## src/rtl/keyprt_seq_player_if.sv

```systemverilog
// Bus bundle for keyprt_seq_player: script programming, playback control,
// the PORT_KEYPRT command/response pair and the pass/fail status.
interface keyprt_seq_player_if #(
    parameter int DEPTH = 16
);
    localparam int AW = $clog2(DEPTH);

    logic              prgWe;
    logic [AW-1:0]     prgAddr;
    logic [39:0]       prgWdata;
    logic              start;
    logic              abort;
    logic [31:0]       keyprtCmd;
    logic [31:0]       keyprtRes;
    logic              busy;
    logic              done;
    logic              pass;
    logic [AW-1:0]     failStep;
    logic [31:0]       failData;
    logic [7:0]        errCount;

    modport master (
        output prgWe, prgAddr, prgWdata, start, abort, keyprtRes,
        input  keyprtCmd, busy, done, pass, failStep, failData, errCount
    );

    modport slave (
        input  prgWe, prgAddr, prgWdata, start, abort, keyprtRes,
        output keyprtCmd, busy, done, pass, failStep, failData, errCount
    );
endinterface

```

## src/rtl/keyprt_seq_player.sv

```systemverilog
// Scripted key/pop/idle player for PORT_KEYPRT_CMD that checks every popped response.
// Define KEYPRT_SEQ_ERRCNT_EN to keep playing past mismatches and count all of them.
module keyprt_seq_player #(
    parameter int DEPTH          = 16,
    parameter int CNT_W          = 20,
    parameter int KEY_HOLD_CYC   = 50000,
    parameter int KEY_GAP_CYC    = 50000,
    parameter int POP_SAMPLE_CYC = 4,
    parameter int POP_HOLD_CYC   = 10000,
    parameter int POP_GAP_CYC    = 10000
) (
    input  logic               i_clk,
    input  logic               i_res,
    keyprt_seq_player_if.slave bus
);
    localparam int AW = $clog2(DEPTH);
    localparam logic [31:0] CMD_REL = 32'h8000_0000;
    localparam logic [31:0] CMD_POP = 32'h8000_8000;
`ifdef KEYPRT_SEQ_ERRCNT_EN
    localparam int ERR_W = 8;
`else
    localparam int ERR_W = 1;
`endif

    // A duration of N cycles loads N-1; zero behaves like one.
    localparam logic [CNT_W-1:0] LD_KEY_HOLD   = (KEY_HOLD_CYC   <= 1) ? '0 : CNT_W'(KEY_HOLD_CYC - 1);
    localparam logic [CNT_W-1:0] LD_KEY_GAP    = (KEY_GAP_CYC    <= 1) ? '0 : CNT_W'(KEY_GAP_CYC - 1);
    localparam logic [CNT_W-1:0] LD_POP_SAMPLE = (POP_SAMPLE_CYC <= 1) ? '0 : CNT_W'(POP_SAMPLE_CYC - 1);
    localparam logic [CNT_W-1:0] LD_POP_HOLD   = (POP_HOLD_CYC   <= 1) ? '0 : CNT_W'(POP_HOLD_CYC - 1);
    localparam logic [CNT_W-1:0] LD_POP_GAP    = (POP_GAP_CYC    <= 1) ? '0 : CNT_W'(POP_GAP_CYC - 1);

    typedef enum logic [3:0] {
        S_IDLE, S_FETCH, S_KEY_ON, S_KEY_OFF, S_POP_ON, S_POP_HOLD, S_POP_OFF, S_WAIT, S_FIN
    } state_t;

    state_t            r_state;
    logic [39:0]       r_mem [DEPTH];
    logic [31:0]       r_cmd;
    logic [CNT_W-1:0]  r_cnt;
    logic [AW-1:0]     r_step;
    logic              r_busy;
    logic              r_done;
    logic              r_pass;
    logic [AW-1:0]     r_failStep;
    logic [31:0]       r_failData;
    logic [ERR_W-1:0]  r_err;
    logic [31:0]       r_expect;

    state_t            w_nextState;
    logic [31:0]       w_nextCmd;
    logic [CNT_W-1:0]  w_nextCnt;
    logic [AW-1:0]     w_nextStep;
    logic              w_nextBusy;
    logic              w_nextDone;
    logic              w_nextPass;
    logic [AW-1:0]     w_nextFailStep;
    logic [31:0]       w_nextFailData;
    logic [ERR_W-1:0]  w_nextErr;
    logic [31:0]       w_nextExpect;
    logic              w_advance;
    logic [39:0]       w_entry;
    logic [CNT_W-1:0]  w_idleLen;
    logic              w_cntZero;

    assign w_entry   = r_mem[r_step];
    assign w_idleLen = w_entry[CNT_W-1:0];
    assign w_cntZero = (r_cnt == '0);

    // Writes land during the START cycle too, so FETCH sees freshly written data.
    always_ff @(posedge i_clk) begin
        if (!i_res && bus.prgWe && !r_busy) begin
            r_mem[bus.prgAddr] <= bus.prgWdata;
        end
    end

    always_comb begin
        w_nextState    = r_state;
        w_nextCmd      = r_cmd;
        w_nextCnt      = r_cnt;
        w_nextStep     = r_step;
        w_nextBusy     = r_busy;
        w_nextDone     = r_done;
        w_nextPass     = r_pass;
        w_nextFailStep = r_failStep;
        w_nextFailData = r_failData;
        w_nextErr      = r_err;
        w_nextExpect   = r_expect;
        w_advance      = 1'b0;

        case (r_state)
            S_IDLE: begin
                if (bus.start && !bus.abort) begin
                    w_nextDone     = 1'b0;
                    w_nextPass     = 1'b0;
                    w_nextFailStep = '0;
                    w_nextFailData = '0;
                    w_nextErr      = '0;
                    w_nextStep     = '0;
                    w_nextBusy     = 1'b1;
                    w_nextState    = S_FETCH;
                end
            end
            S_FETCH: begin
                case (w_entry[39:38])
                    2'b00: begin
                        w_nextCmd   = CMD_REL | {24'h0, w_entry[7:0]};
                        w_nextCnt   = LD_KEY_HOLD;
                        w_nextState = S_KEY_ON;
                    end
                    2'b01: begin
                        w_nextCmd    = CMD_POP;
                        w_nextCnt    = LD_POP_SAMPLE;
                        w_nextExpect = w_entry[31:0];
                        w_nextState  = S_POP_ON;
                    end
                    2'b10: begin
                        w_nextCmd   = CMD_REL;
                        w_nextCnt   = (w_idleLen == '0) ? '0 : w_idleLen - 1'b1;
                        w_nextState = S_WAIT;
                    end
                    default: w_nextState = S_FIN;
                endcase
            end
            S_KEY_ON: begin
                if (w_cntZero) begin
                    w_nextCmd   = CMD_REL;
                    w_nextCnt   = LD_KEY_GAP;
                    w_nextState = S_KEY_OFF;
                end else begin
                    w_nextCnt = r_cnt - 1'b1;
                end
            end
            S_KEY_OFF: begin
                if (w_cntZero) w_advance = 1'b1;
                else           w_nextCnt = r_cnt - 1'b1;
            end
            S_POP_ON: begin
                if (w_cntZero) begin
                    if (bus.keyprtRes != r_expect) begin
                        if (r_err == '0) begin
                            w_nextFailStep = r_step;
                            w_nextFailData = bus.keyprtRes;
                        end
                        if (r_err != '1) w_nextErr = r_err + 1'b1;
                    end
                    w_nextCnt   = LD_POP_HOLD;
                    w_nextState = S_POP_HOLD;
                end else begin
                    w_nextCnt = r_cnt - 1'b1;
                end
            end
            S_POP_HOLD: begin
                if (w_cntZero) begin
                    w_nextCmd   = CMD_REL;
                    w_nextCnt   = LD_POP_GAP;
                    w_nextState = S_POP_OFF;
                end else begin
                    w_nextCnt = r_cnt - 1'b1;
                end
            end
            S_POP_OFF, S_WAIT: begin
                if (w_cntZero) w_advance = 1'b1;
                else           w_nextCnt = r_cnt - 1'b1;
            end
            S_FIN: begin
                w_nextCmd   = CMD_REL;
                w_nextBusy  = 1'b0;
                w_nextDone  = 1'b1;
                w_nextPass  = (r_err == '0);
                w_nextState = S_IDLE;
            end
            default: w_nextState = S_IDLE;
        endcase

        // The last entry ends playback; the script never wraps.
        if (w_advance) begin
`ifdef KEYPRT_SEQ_ERRCNT_EN
            if (r_step == AW'(DEPTH - 1)) begin
`else
            if (r_err != '0 || r_step == AW'(DEPTH - 1)) begin
`endif
                w_nextState = S_FIN;
            end else begin
                w_nextStep  = r_step + AW'(1);
                w_nextState = S_FETCH;
            end
        end

        if (bus.abort && r_busy) begin
            w_nextState = S_IDLE;
            w_nextCmd   = CMD_REL;
            w_nextBusy  = 1'b0;
            w_nextDone  = r_done;
            w_nextPass  = r_pass;
        end
    end

    always_ff @(posedge i_clk) begin
        if (i_res) r_state <= S_IDLE;
        else       r_state <= w_nextState;
    end

    always_ff @(posedge i_clk) begin
        if (i_res) begin
            r_cmd      <= '0;
            r_cnt      <= '0;
            r_step     <= '0;
            r_busy     <= 1'b0;
            r_done     <= 1'b0;
            r_pass     <= 1'b0;
            r_failStep <= '0;
            r_failData <= '0;
            r_err      <= '0;
            r_expect   <= '0;
        end else begin
            r_cmd      <= w_nextCmd;
            r_cnt      <= w_nextCnt;
            r_step     <= w_nextStep;
            r_busy     <= w_nextBusy;
            r_done     <= w_nextDone;
            r_pass     <= w_nextPass;
            r_failStep <= w_nextFailStep;
            r_failData <= w_nextFailData;
            r_err      <= w_nextErr;
            r_expect   <= w_nextExpect;
        end
    end

    assign bus.keyprtCmd = r_cmd;
    assign bus.busy      = r_busy;
    assign bus.done      = r_done;
    assign bus.pass      = r_pass;
    assign bus.failStep  = r_failStep;
    assign bus.failData  = r_failData;
    assign bus.errCount  = 8'(r_err);
endmodule

```

## src/flat_wrapper.sv

```systemverilog
// flat-port wrapper written by rule: the top's interface ports become plain ports
module keyprt_seq_player_flat 
#(
    parameter int DEPTH          = 16,
    parameter int CNT_W          = 20,
    parameter int KEY_HOLD_CYC   = 50000,
    parameter int KEY_GAP_CYC    = 50000,
    parameter int POP_SAMPLE_CYC = 4,
    parameter int POP_HOLD_CYC   = 10000,
    parameter int POP_GAP_CYC    = 10000
)
  (i_clk, i_res, bus_prgWe, bus_prgAddr, bus_prgWdata, bus_start, bus_abort, bus_keyprtRes, bus_keyprtCmd, bus_busy, bus_done, bus_pass, bus_failStep, bus_failData, bus_errCount);
  keyprt_seq_player_if #(.DEPTH(DEPTH)) bus_i ();
  input  logic i_clk;
  input  logic i_res;
  input wire logic [$bits(bus_i.prgWe)-1:0] bus_prgWe;
  input wire logic [$bits(bus_i.prgAddr)-1:0] bus_prgAddr;
  input wire logic [$bits(bus_i.prgWdata)-1:0] bus_prgWdata;
  input wire logic [$bits(bus_i.start)-1:0] bus_start;
  input wire logic [$bits(bus_i.abort)-1:0] bus_abort;
  input wire logic [$bits(bus_i.keyprtRes)-1:0] bus_keyprtRes;
  output wire logic [$bits(bus_i.keyprtCmd)-1:0] bus_keyprtCmd;
  output wire logic [$bits(bus_i.busy)-1:0] bus_busy;
  output wire logic [$bits(bus_i.done)-1:0] bus_done;
  output wire logic [$bits(bus_i.pass)-1:0] bus_pass;
  output wire logic [$bits(bus_i.failStep)-1:0] bus_failStep;
  output wire logic [$bits(bus_i.failData)-1:0] bus_failData;
  output wire logic [$bits(bus_i.errCount)-1:0] bus_errCount;
  assign bus_i.prgWe = bus_prgWe;
  assign bus_i.prgAddr = bus_prgAddr;
  assign bus_i.prgWdata = bus_prgWdata;
  assign bus_i.start = bus_start;
  assign bus_i.abort = bus_abort;
  assign bus_i.keyprtRes = bus_keyprtRes;
  assign bus_keyprtCmd = bus_i.keyprtCmd;
  assign bus_busy = bus_i.busy;
  assign bus_done = bus_i.done;
  assign bus_pass = bus_i.pass;
  assign bus_failStep = bus_i.failStep;
  assign bus_failData = bus_i.failData;
  assign bus_errCount = bus_i.errCount;
  keyprt_seq_player #(.DEPTH(DEPTH), .CNT_W(CNT_W), .KEY_HOLD_CYC(KEY_HOLD_CYC), .KEY_GAP_CYC(KEY_GAP_CYC), .POP_SAMPLE_CYC(POP_SAMPLE_CYC), .POP_HOLD_CYC(POP_HOLD_CYC), .POP_GAP_CYC(POP_GAP_CYC)) u_core (.i_clk(i_clk), .i_res(i_res), .bus(bus_i));
endmodule
```

## config.mk

```make
export PLATFORM = sky130hd
export DESIGN_NAME = keyprt_seq_player_flat
export DESIGN_NICKNAME = d
export VERILOG_FILES = /design/src/rtl/keyprt_seq_player_if.sv /design/src/rtl/keyprt_seq_player.sv /design/src/flat_wrapper.sv
export SDC_FILE = /design/constraint.sdc
export NUM_CORES = 1
export LEC_CHECK = 0
export BUFFER_PORTS_ARGS = -buffer_cell sky130_fd_sc_hd__clkbuf_2
export CORE_MARGIN = 2
export CORE_UTILIZATION = 55
export CTS_CLUSTER_DIAMETER = 30
export DETAILED_ROUTE_END_ITERATION = 8
export PLACE_DENSITY = 0.76
export SYNTH_ARGS = -nofsm -noshare
export SYNTH_HDL_FRONTEND = slang
export SYNTH_SLANG_ARGS = --single-unit
```

## constraint.sdc

```tcl
create_clock -name i_clk -period 3.9 [get_ports i_clk]
set_clock_uncertainty 0.05 [all_clocks]
set_input_delay 0.195 -clock i_clk [delete_from_list [all_inputs] [get_ports i_clk]]
set_output_delay 0.195 -clock i_clk [all_outputs]
set_load 0.005 [all_outputs]
```

==> results of run 1 <==
[sequential cells by signal, summed over array words and instances (netlist names)]
register and count:
u_core.bus.pass 1, u_core.r_expect 32, u_core.r_state 4, u_core.bus.keyprtCmd 10, u_core.bus.busy 1, u_core.bus.failData 32, u_core.r_mem 544, u_core.r_cnt 20
u_core.bus.done 1, u_core.r_err 1, u_core.r_step 4, u_core.bus.failStep 4
[logic make-up (layout without fill, tap and decap cells)]
family                     count (synthesis)  in the layout  synth area share [%]
DFF                                      654            654                  69.4
and+or+nand+nor                          399            399                  7.22
AOI/OAI and AO/OA                        207            207                  5.03
muxes                                    175            175                  13.3
buffers and inverters                    128            475                  2.67
xor gates and xnor gates                  60             60                  1.97
adders and majority gates                  9              9                 0.422
other                                      1             32                0.0140
[layout make-up]
cell class,instances,area [um2]
clock buffers,127,2960
repair buffers,255,1900
multi-input cells,879,7680
well taps,615,769
clock inverters,78,936
diodes,3,7.51
flip-flops and latches,654,18500
fillers,2947,15000
inverters,15,56.3
[worst min-delay path by stage]
stage	to	slack [ps]	cells after the start
finish	u_core.bus.done$_SDFFE_PP0P_	50	6
global route	u_core.bus.done$_SDFFE_PP0P_	90	6
CTS	u_core.bus.done$_SDFFE_PP0P_	20	6
detailed placement	u_core.r_step[0]$_SDFF_PP0_	380	2
global placement	u_core.r_step[1]$_SDFF_PP0_	380	2
floorplan	u_core.r_mem[0][0]$_DFFE_PP_	240	0
[cell usage after synthesis (13+ instances only)]
| cell type | instances |
|---|---|
| xnor2_1 | 38 |
| dfxtp_1 | 110 |
| mux2i_1 | 35 |
| xor2_1 | 22 |
| buf_4 | 32 |
| a22oi_1 | 23 |
| nand4_1 | 14 |
| mux4_2 | 130 |
| nand3_1 | 49 |
| nand2_1 | 138 |
| clkbuf_1 | 50 |
| o21ai_0 | 20 |
| nor3_1 | 30 |
| a21oi_1 | 96 |
| nor2_1 | 89 |
| inv_1 | 13 |
| edfxtp_1 | 544 |
[repair_timing]
action	4_1_cts	5_1_grt
buffers inserted	0	2
hold endpoints to repair	581	0
endpoints found under the setup margin	0	14
hold buffers	68	0
gates resized for setup	0	1
[per-layer routing]
layer | vias up | wire (um)
met2 | 1090 | 35200
met1 | 8394 | 27300
li1 | 6957 | -
met4 | 2 | 2720
met5 | - | 7
met3 | 169 | 6440
[metrics by stage]
step,cells,util [%]
detailed placement,2348,59.0
CTS,2621,68.6
global route,2626,68.7
finish,2626,68.7
global placement,2348,59.0
floorplan,1661,-
[where the power goes]
group          internal, W  switching (W)  leakage [nW]
Sequential         0.00774       0.000156          5.79
Combinational     0.000579       0.000994          3.37
Clock              0.00653        0.00351          1.91
[worst min-delay path, stage by stage]
cell	delay, ps
clkbuf_2	80
nand2b_1	110
nand2_1	60
nand2_1	110
mux2i_1	90
nor2_1	80
[cells in the final DEF, fill, tap and decap left out, drive strengths merged, types with 4 or more instances in the layout]
cell type      n
a211oi        14
a21oi         98
a221oi         9
a22oi         25
a311oi         5
and2          11
buf           64
bufinv        16
clkbuf       250
clkinv        39
clkinvlp       6
conb          29
dfxtp        110
dlygate4sd3   68
edfxtp       544
ha             9
inv           32
mux2i         35
mux4         140
nand2        139
nand2b         9
nand3         51
nand4         14
nor2          91
nor2b         11
nor3          31
nor3b          4
nor4          14
o21ai         26
o22ai          4
or3            5
xnor2         38
xor2          22
==> results.yml, run 1 <==
setup_path:
  path_depth: 9
  cp_slowest_stage_delay_ps: 580
  critical-path-top-delay-family: "simple AND/OR/NAND/NOR gates"
  timing.rr.end: "u_core.r_cnt[12]$_SDFFE_PP0P_"
  critPathArrivalTime_ps: 4250
  path_max_fanout: 38
  start_kind: "flip-flop"
  r2r-start: "u_core.r_step[0]$_SDFF_PP0_"
  cp_slowest_cell: "mux4_2"
  cp.buffers_inverters: 1
  ff2ff_setup_slack_ps: 190
  required_ps: 4430
  critical_path.startpoint: "u_core.r_step[0]$_SDFF_PP0_"
  crit_end: "u_core.r_cnt[12]$_SDFFE_PP0P_"
  cp-end-kind: "flip-flop"
  ff2ff_path_depth: 9
  worstPathCellList: "buf_12, mux4_2, a22oi_1, nand3_2, nor4b_4, nor4b_1, xor2_1, a21oi_1, nor3_1"
  path_class: "flip-flop to flip-flop"
floorplanning:
  die_h_um: 224
  dieArea_um2: 50300
  initial_core_util_pct: 55.8
  num_rows: 80
  io_pins: 160
  die_w_um: 224
  core_um2: 47800
yosys:
  synthTopCellsByArea: "edfxtp_1, mux4_2, dfxtp_1, nand2_1, a21oi_1"
  synthFlopType: "edfxtp_1"
  syn_avg_cell_area_um2: 16.4
  async_reset_ff_share_pct: 0
  yosysWarnings: 0
  synth.distinct_cells: 78
  netlist_area_um2: 26700
  yosys.area.top_type: "edfxtp_1"
  synth_edf_count: 544
  ys_ff_latch: 654
  synth_top_area_share_pct: 61.2
  synth_cells: 1633
  ys_seq_area_share_pct: 69.4
detailed_routing:
  vias: 16600
  wl_um: 71600
  ant_nets: 0
  drtPass1Iterations: 5
  drc_errors: 0
  drt-initial-drc-count: 2051
  avgViaCountPerCell: 6.33
  wl_per_cell_um: 27.3
clock_tree:
  clk_pin_slew_ps: 50
  cts.path.max_buffers: 3
  root_buffer: "clkbuf_16"
  cts.sinks: 654
  clock_latency_ps: 670
  cts_made_buffers: 110
  htree_levels: 3
  cts_tree: "done"
placement:
  place_congestion: 0.906
  dp.final_hpwl_um: 37900
  port_buffers: 124
  placed_cell_area_um2: 28200
  dp_slack_ps: 108
layout:
  layout-drive-gt1-share_pct: 27.4
  nNetsFinal: 2005
  final_area_um2: 32900
  area_growth_pct: 23.0
timing:
  tns_ps: 0
  holdWs_ps: 54.2
  relSlewSlack_pct: 34.1
  slew_violations: 0
  setup_violations: 0
  max_freq_mhz: 269
  timing.final.ws_setup_ps: 187
  hold_viol: 0
  finalCritPeriodShare_pct: 95.2
  tightest_slew_ps: 988
  rsz0062_at_grt: "false"
  min_period_ps: 3710
power_and_ir_drop:
  vdd_drop_max_v: 0.000376
  leakage_nw: 11.1
  powerDensity_nw_per_um2: 594
  power.total_w: 0.0195
run_status:
  status: "complete, no violations"
global_routing:
  overflow: 0
  grt_pass1_wl_um: 106000
  grt_start_max_net_pins: 95
  top_usage_layer: "met2"
  grtUsageMet3_pct: 5.63
  grt_pass1_vias: 16800
  grt_antenna_before_repair: 4
  met2_usage_pct: 47.0
  grtUsageTotal_pct: 28.9
  grt_util_met1_pct: 38.0
run:
  maxCapViolCount: 0
min_path:
  min_from: "bus_start"
  hp-class: "input port to flip-flop"
Note: power is estimated with default switching activity, not from simulation.
==> run 2, diff against run 1 <==
Settings changed: RECOVER_POWER set to 50.
==> run 2 against run 1 <==
Net effect:
- the flow now finishes with violations (capacitance limit, slew limit)
- clock power hardly changed
- total power about the same
- first-iteration DRC count is 0.88% lower
- sequential cell count did not move
- critical path type unchanged
- critical endpoint unchanged
==> results.yml, run 2 (same netlist as run 1, synthesis figures left out) <==
run_status:
  status: "complete, but fails checks"
  violations: "capacitance limit, slew limit"
layout:
  layout-drive-gt1-share_pct: 24.0
  fillers: 2985
  nNetsFinal: 2005
  area_growth_pct: 22.7
  largest_register_ffs: 544
  layout_commonest_cell: "edfxtp_1"
  seqCellArea_um2: 18500
  regMostFlops: "u_core.r_mem"
  multi_input_comb_area_um2: 7670
  final_cell_mix: "edfxtp_1, nand2_1, mux4_2"
  fin_util_pct: 68.5
clock_tree:
  cts_made_buffers: 110
  cts.path.max_buffers: 3
  root_buffer: "clkbuf_16"
  htree_levels: 3
  cts.sinks: 654
  clock_latency_ps: 670
  clk_pin_slew_ps: 50
  cts_tree: "done"
floorplanning:
  num_rows: 80
  die_h_um: 224
  dieArea_um2: 50300
  core_um2: 47800
  io_pins: 160
  die_w_um: 224
  initial_core_util_pct: 55.8
setup_path:
  cp_slowest_cell: "mux4_2"
  path_max_fanout: 18
  start_kind: "flip-flop"
  required_ps: 4430
  worstPathCellList: "buf_12, buf_12, mux4_2, a22oi_1, nand3_2, nor4b_4, nor4b_1, xor2_1, a21oi_1, nor3_1"
  cp-end-kind: "flip-flop"
  crit_top_cell: "buf_12"
  path_class: "flip-flop to flip-flop"
  critPathArrivalTime_ps: 4260
  cp_slowest_stage_delay_ps: 540
timing:
  rsz0062_at_grt: "false"
  relSlewSlack_pct: -16.8
  slew_violations: 21
  tightest_slew_ps: 1750
  min_period_ps: 3730
  tns_ps: 0
  setup_violations: 0
  max_freq_mhz: 268
  holdWs_ps: 55.4
  finalCritPeriodShare_pct: 95.7
  timing.final.ws_setup_ps: 169
  hold_viol: 0
detailed_routing:
  vias: 16600
  drtPass1Iterations: 5
  drc_errors: 0
  avgViaCountPerCell: 6.34
  wl_um: 71900
  wl_per_cell_um: 27.4
  ant_nets: 0
  drt-initial-drc-count: 2033
placement:
  port_buffers: 124
  dp_slack_ps: 108
  dp.final_hpwl_um: 37900
  place_congestion: 0.906
power_and_ir_drop:
  powerDensity_nw_per_um2: 595
  power.total_w: 0.0195
  leakage_nw: 10.8
  vdd_drop_max_v: 0.000377
global_routing:
  overflow: 0
  grt_pass1_vias: 16800
  grt_start_max_net_pins: 95
  grt_antenna_before_repair: 4
  grt_pass1_wl_um: 106000
  grtUsageTotal_pct: 28.9
run:
  maxCapViolCount: 1
min_path:
  hp-class: "input port to flip-flop"
-- run 2: cell count changes in the layout (fill, tap and decap cells not counted) --
cell	previous run	this run
nor3_1	24	25
clkbuf_2	123	58
nor2_1	77	78
nor2_4	12	11
buf_4	54	51
clkbuf_1	6	74
nor3_2	7	6
-- run 2: layout make-up --
type,instances,share of cell area [%]
flip-flops and latches,654,56.6
multi-input cells,879,23.4
clock buffers,127,9.04
repair buffers,255,5.51
clock inverters,78,2.86
well taps,615,2.35
inverters,15,0.172
diodes,3,0.0229
-- run 2: through the flow --
step / cell area [um2] / std cells
global placement: 28200 / 2348
detailed placement: 28200 / 2348
CTS: 32800 / 2621
floorplan: 26800 / 1661
finish: 32800 / 2626
global route: 32800 / 2626
-- run 2: final timing paths --
kind | from | end | slack [ps] | depth (start not counted)
max | u_core.r_step[0]$_SDFF_PP0_ | u_core.r_cnt[12]$_SDFFE_PP0P_ | 170 | 10
min | bus_start | u_core.bus.done$_SDFFE_PP0P_ | 60 | 6
max reg2reg | u_core.r_step[0]$_SDFF_PP0_ | u_core.r_cnt[12]$_SDFFE_PP0P_ | 170 | 10
min reg2reg | u_core.bus.failData[6]$_SDFFE_PP0P_ | u_core.bus.failData[6]$_SDFFE_PP0P_ | 400 | 2
-- run 2: what timing repair did --
action                                 CTS  global route
resized for setup                        0             1
endpoints found under the hold margin  581             0
setup buffers                            0             2
hold buffers                            68             0
setup endpoints to repair                0            14
-- run 2: where the power goes --
group          total (W)  internal [W]  switching [W]
Sequential       0.00790       0.00774       0.000158
Clock             0.0100       0.00653        0.00351
Combinational    0.00156      0.000570       0.000987
-- run 2: worst max-delay path: cells and delay by family, from the launching register on --
kind,cells,cell delay (ps)
mux,1,540
flops,1,510
compound gates,2,400
simple gates,4,1280
xor+xnor,1,360
buf+inv,2,460
-- run 2: metal layers --
metal	track usage, %	up-vias	routed length [um]
li1	-	6955	-
met1	38.0	8402	27200
met2	47.0	1095	35100
met3	5.63	186	6610
met4	13.2	2	2920
met5	0	-	7
==> run 3, diff against run 2 <==
--- a/constraint.sdc
+++ b/constraint.sdc
@@ -4,2 +4,2 @@
 set_output_delay 0.195 -clock i_clk [all_outputs]
-set_load 0.005 [all_outputs]
+set_load 0.02 [all_outputs]
==> run 3 against run 2 <==
Net effect:
- the run still ends with capacitance limit, slew limit left
- worst hold slack improved by 7.2 ps
- sequential cell count stayed put
- clock-buffer cell count is the same
- maximum frequency up 0.90%
- register-to-register slack better by 30 ps
- sequential power hardly changed
- combinational power up 3%
- cell count stayed put
- critical endpoint unchanged
- largest cell class unchanged
==> results.yml, run 3 (same netlist as run 1, synthesis figures left out) <==
min_path:
  hold_end: "u_core.bus.done$_SDFFE_PP0P_"
  hp-class: "input port to flip-flop"
  min_path_cells: 6
  min_from: "bus_start"
layout:
  layout-drive-gt1-share_pct: 23.0
  final_cell_mix: "edfxtp_1, nand2_1, mux4_2"
  largest_register_ffs: 544
  final_area_um2: 32700
  regMostFlops: "u_core.r_mem"
  nNetsFinal: 2005
  layout_commonest_cell: "edfxtp_1"
  area_growth_pct: 22.6
  stdcell_count: 2626
placement:
  placed_cell_area_um2: 28200
  placedCellCount: 2348
  dp.final_hpwl_um: 37900
  port_buffers: 124
  place_congestion: 0.906
timing:
  rsz0062_at_grt: "false"
  max_freq_mhz: 270
  tns_ps: 0
  hold_viol: 0
  setup_violations: 0
  holdWs_ps: 62.6
  finalCritPeriodShare_pct: 94.8
  relSlewSlack_pct: -17.0
  tightest_slew_ps: 1760
  slew_violations: 21
  min_period_ps: 3700
run_status:
  status: "complete, but fails checks"
  violations: "capacitance limit, slew limit"
setup_path:
  critPathArrivalTime_ps: 4230
  cp-end-kind: "flip-flop"
  ff2ff_path_depth: 9
  path_class: "flip-flop to flip-flop"
  timing.rr.end: "u_core.r_cnt[12]$_SDFFE_PP0P_"
  ff2ff_setup_slack_ps: 200
  start_kind: "flip-flop"
  required_ps: 4430
  path_max_fanout: 38
  r2r-start: "u_core.r_step[0]$_SDFF_PP0_"
detailed_routing:
  drc_errors: 0
  vias: 16600
  drt-initial-drc-count: 2062
  wl_per_cell_um: 27.3
  avgViaCountPerCell: 6.32
  ant_nets: 0
  wl_um: 71700
  drtPass1Iterations: 5
global_routing:
  top_usage_layer: "met2"
  overflow: 0
  grt_util_met1_pct: 38.0
  grtUsageTotal_pct: 28.9
  grt_pass1_vias: 16800
  grt_start_max_net_pins: 95
  grt_antenna_before_repair: 4
  grt_pass1_wl_um: 106000
  grtUsageMet3_pct: 5.63
  met2_usage_pct: 47.0
clock_tree:
  root_buffer: "clkbuf_16"
  cts.path.max_buffers: 3
  cts_tree: "done"
  clk_pin_slew_ps: 50
  htree_levels: 3
  cts_made_buffers: 110
  cts.sinks: 654
  clock_latency_ps: 670
floorplanning:
  core_um2: 47800
  die_h_um: 224
  io_pins: 160
  initial_core_util_pct: 55.8
  die_w_um: 224
  num_rows: 80
  dieArea_um2: 50300
power_and_ir_drop:
  leakage_nw: 10.8
  power.total_w: 0.0195
  powerDensity_nw_per_um2: 597
  vdd_drop_max_v: 0.000378
run:
  maxCapViolCount: 1
## run 3: cell counts in the layout (fill, tap and decap cells not counted)
No cell type changed its count.
## run 3: final cells by class
| type | instances | area, um2 |
|---|---|---|
| sequential | 654 | 18500 |
| fill | 2999 | 15100 |
| multi-input combinational | 879 | 7670 |
| clock buffer | 127 | 2960 |
| timing repair buffer | 255 | 1780 |
| clock inverter | 78 | 936 |
| tap | 615 | 769 |
| inverter | 15 | 56.3 |
| antenna | 3 | 7.51 |
## run 3: through the flow
step           setup WS, ps  util, %
3_3_place_gp            199     59.0
6_report                202     68.4
5_1_grt                1.87     68.4
4_1_cts                24.4     68.6
2_1_floorplan         0.153        -
3_5_place_dp            108     59.0
## run 3: worst max-delay path by stage
stage | from | to | slack, ps | depth (start not counted)
2_1_floorplan | u_core.r_step[0]$_SDFF_PP0_ | u_core.r_cnt[13]$_SDFFE_PP0P_ | 0.2 | 17
3_3_place_gp | u_core.r_step[0]$_SDFF_PP0_ | u_core.r_cnt[7]$_SDFFE_PP0P_ | 200 | 10
3_5_place_dp | u_core.r_step[0]$_SDFF_PP0_ | u_core.r_cnt[7]$_SDFFE_PP0P_ | 110 | 10
4_1_cts | u_core.r_step[0]$_SDFF_PP0_ | u_core.r_cnt[7]$_SDFFE_PP0P_ | 20 | 10
5_1_grt | u_core.r_step[0]$_SDFF_PP0_ | u_core.r_cnt[7]$_SDFFE_PP0P_ | 2 | 10
6_report | u_core.r_step[0]$_SDFF_PP0_ | u_core.r_cnt[12]$_SDFFE_PP0P_ | 200 | 9
## run 3: what timing repair did
| action | 4_1_cts | 5_1_grt |
|---|---|---|
| resized for setup | 0 | 1 |
| hold endpoints to repair | 581 | 0 |
| setup endpoints to repair | 0 | 14 |
| hold buffers | 68 | 0 |
| buffers inserted | 0 | 2 |
## run 3: worst max-delay path: stages (launching register included)
cell and delay (ps):
dfxtp_4 510, buf_12 330, mux4_2 580, a22oi_1 260, nand3_2 330, nor4b_4 490, nor4b_1 360, xor2_1 350
a21oi_1 120, nor3_1 170
## run 3: power breakdown
| group | leakage, nW | switching [W] | internal [W] |
|---|---|---|---|
| Clock | 1.91 | 0.00351 | 0.00653 |
| Sequential | 5.79 | 0.000157 | 0.00774 |
| Combinational | 3.08 | 0.00104 | 0.000568 |
| Total | 10.8 | 0.00470 | 0.0148 |
## run 3: layer usage
metal	wire [um]	vias up
li1	-	6949
met1	26900	8342
met2	34900	1117
met3	6970	185
met4	2960	2
met5	7	-
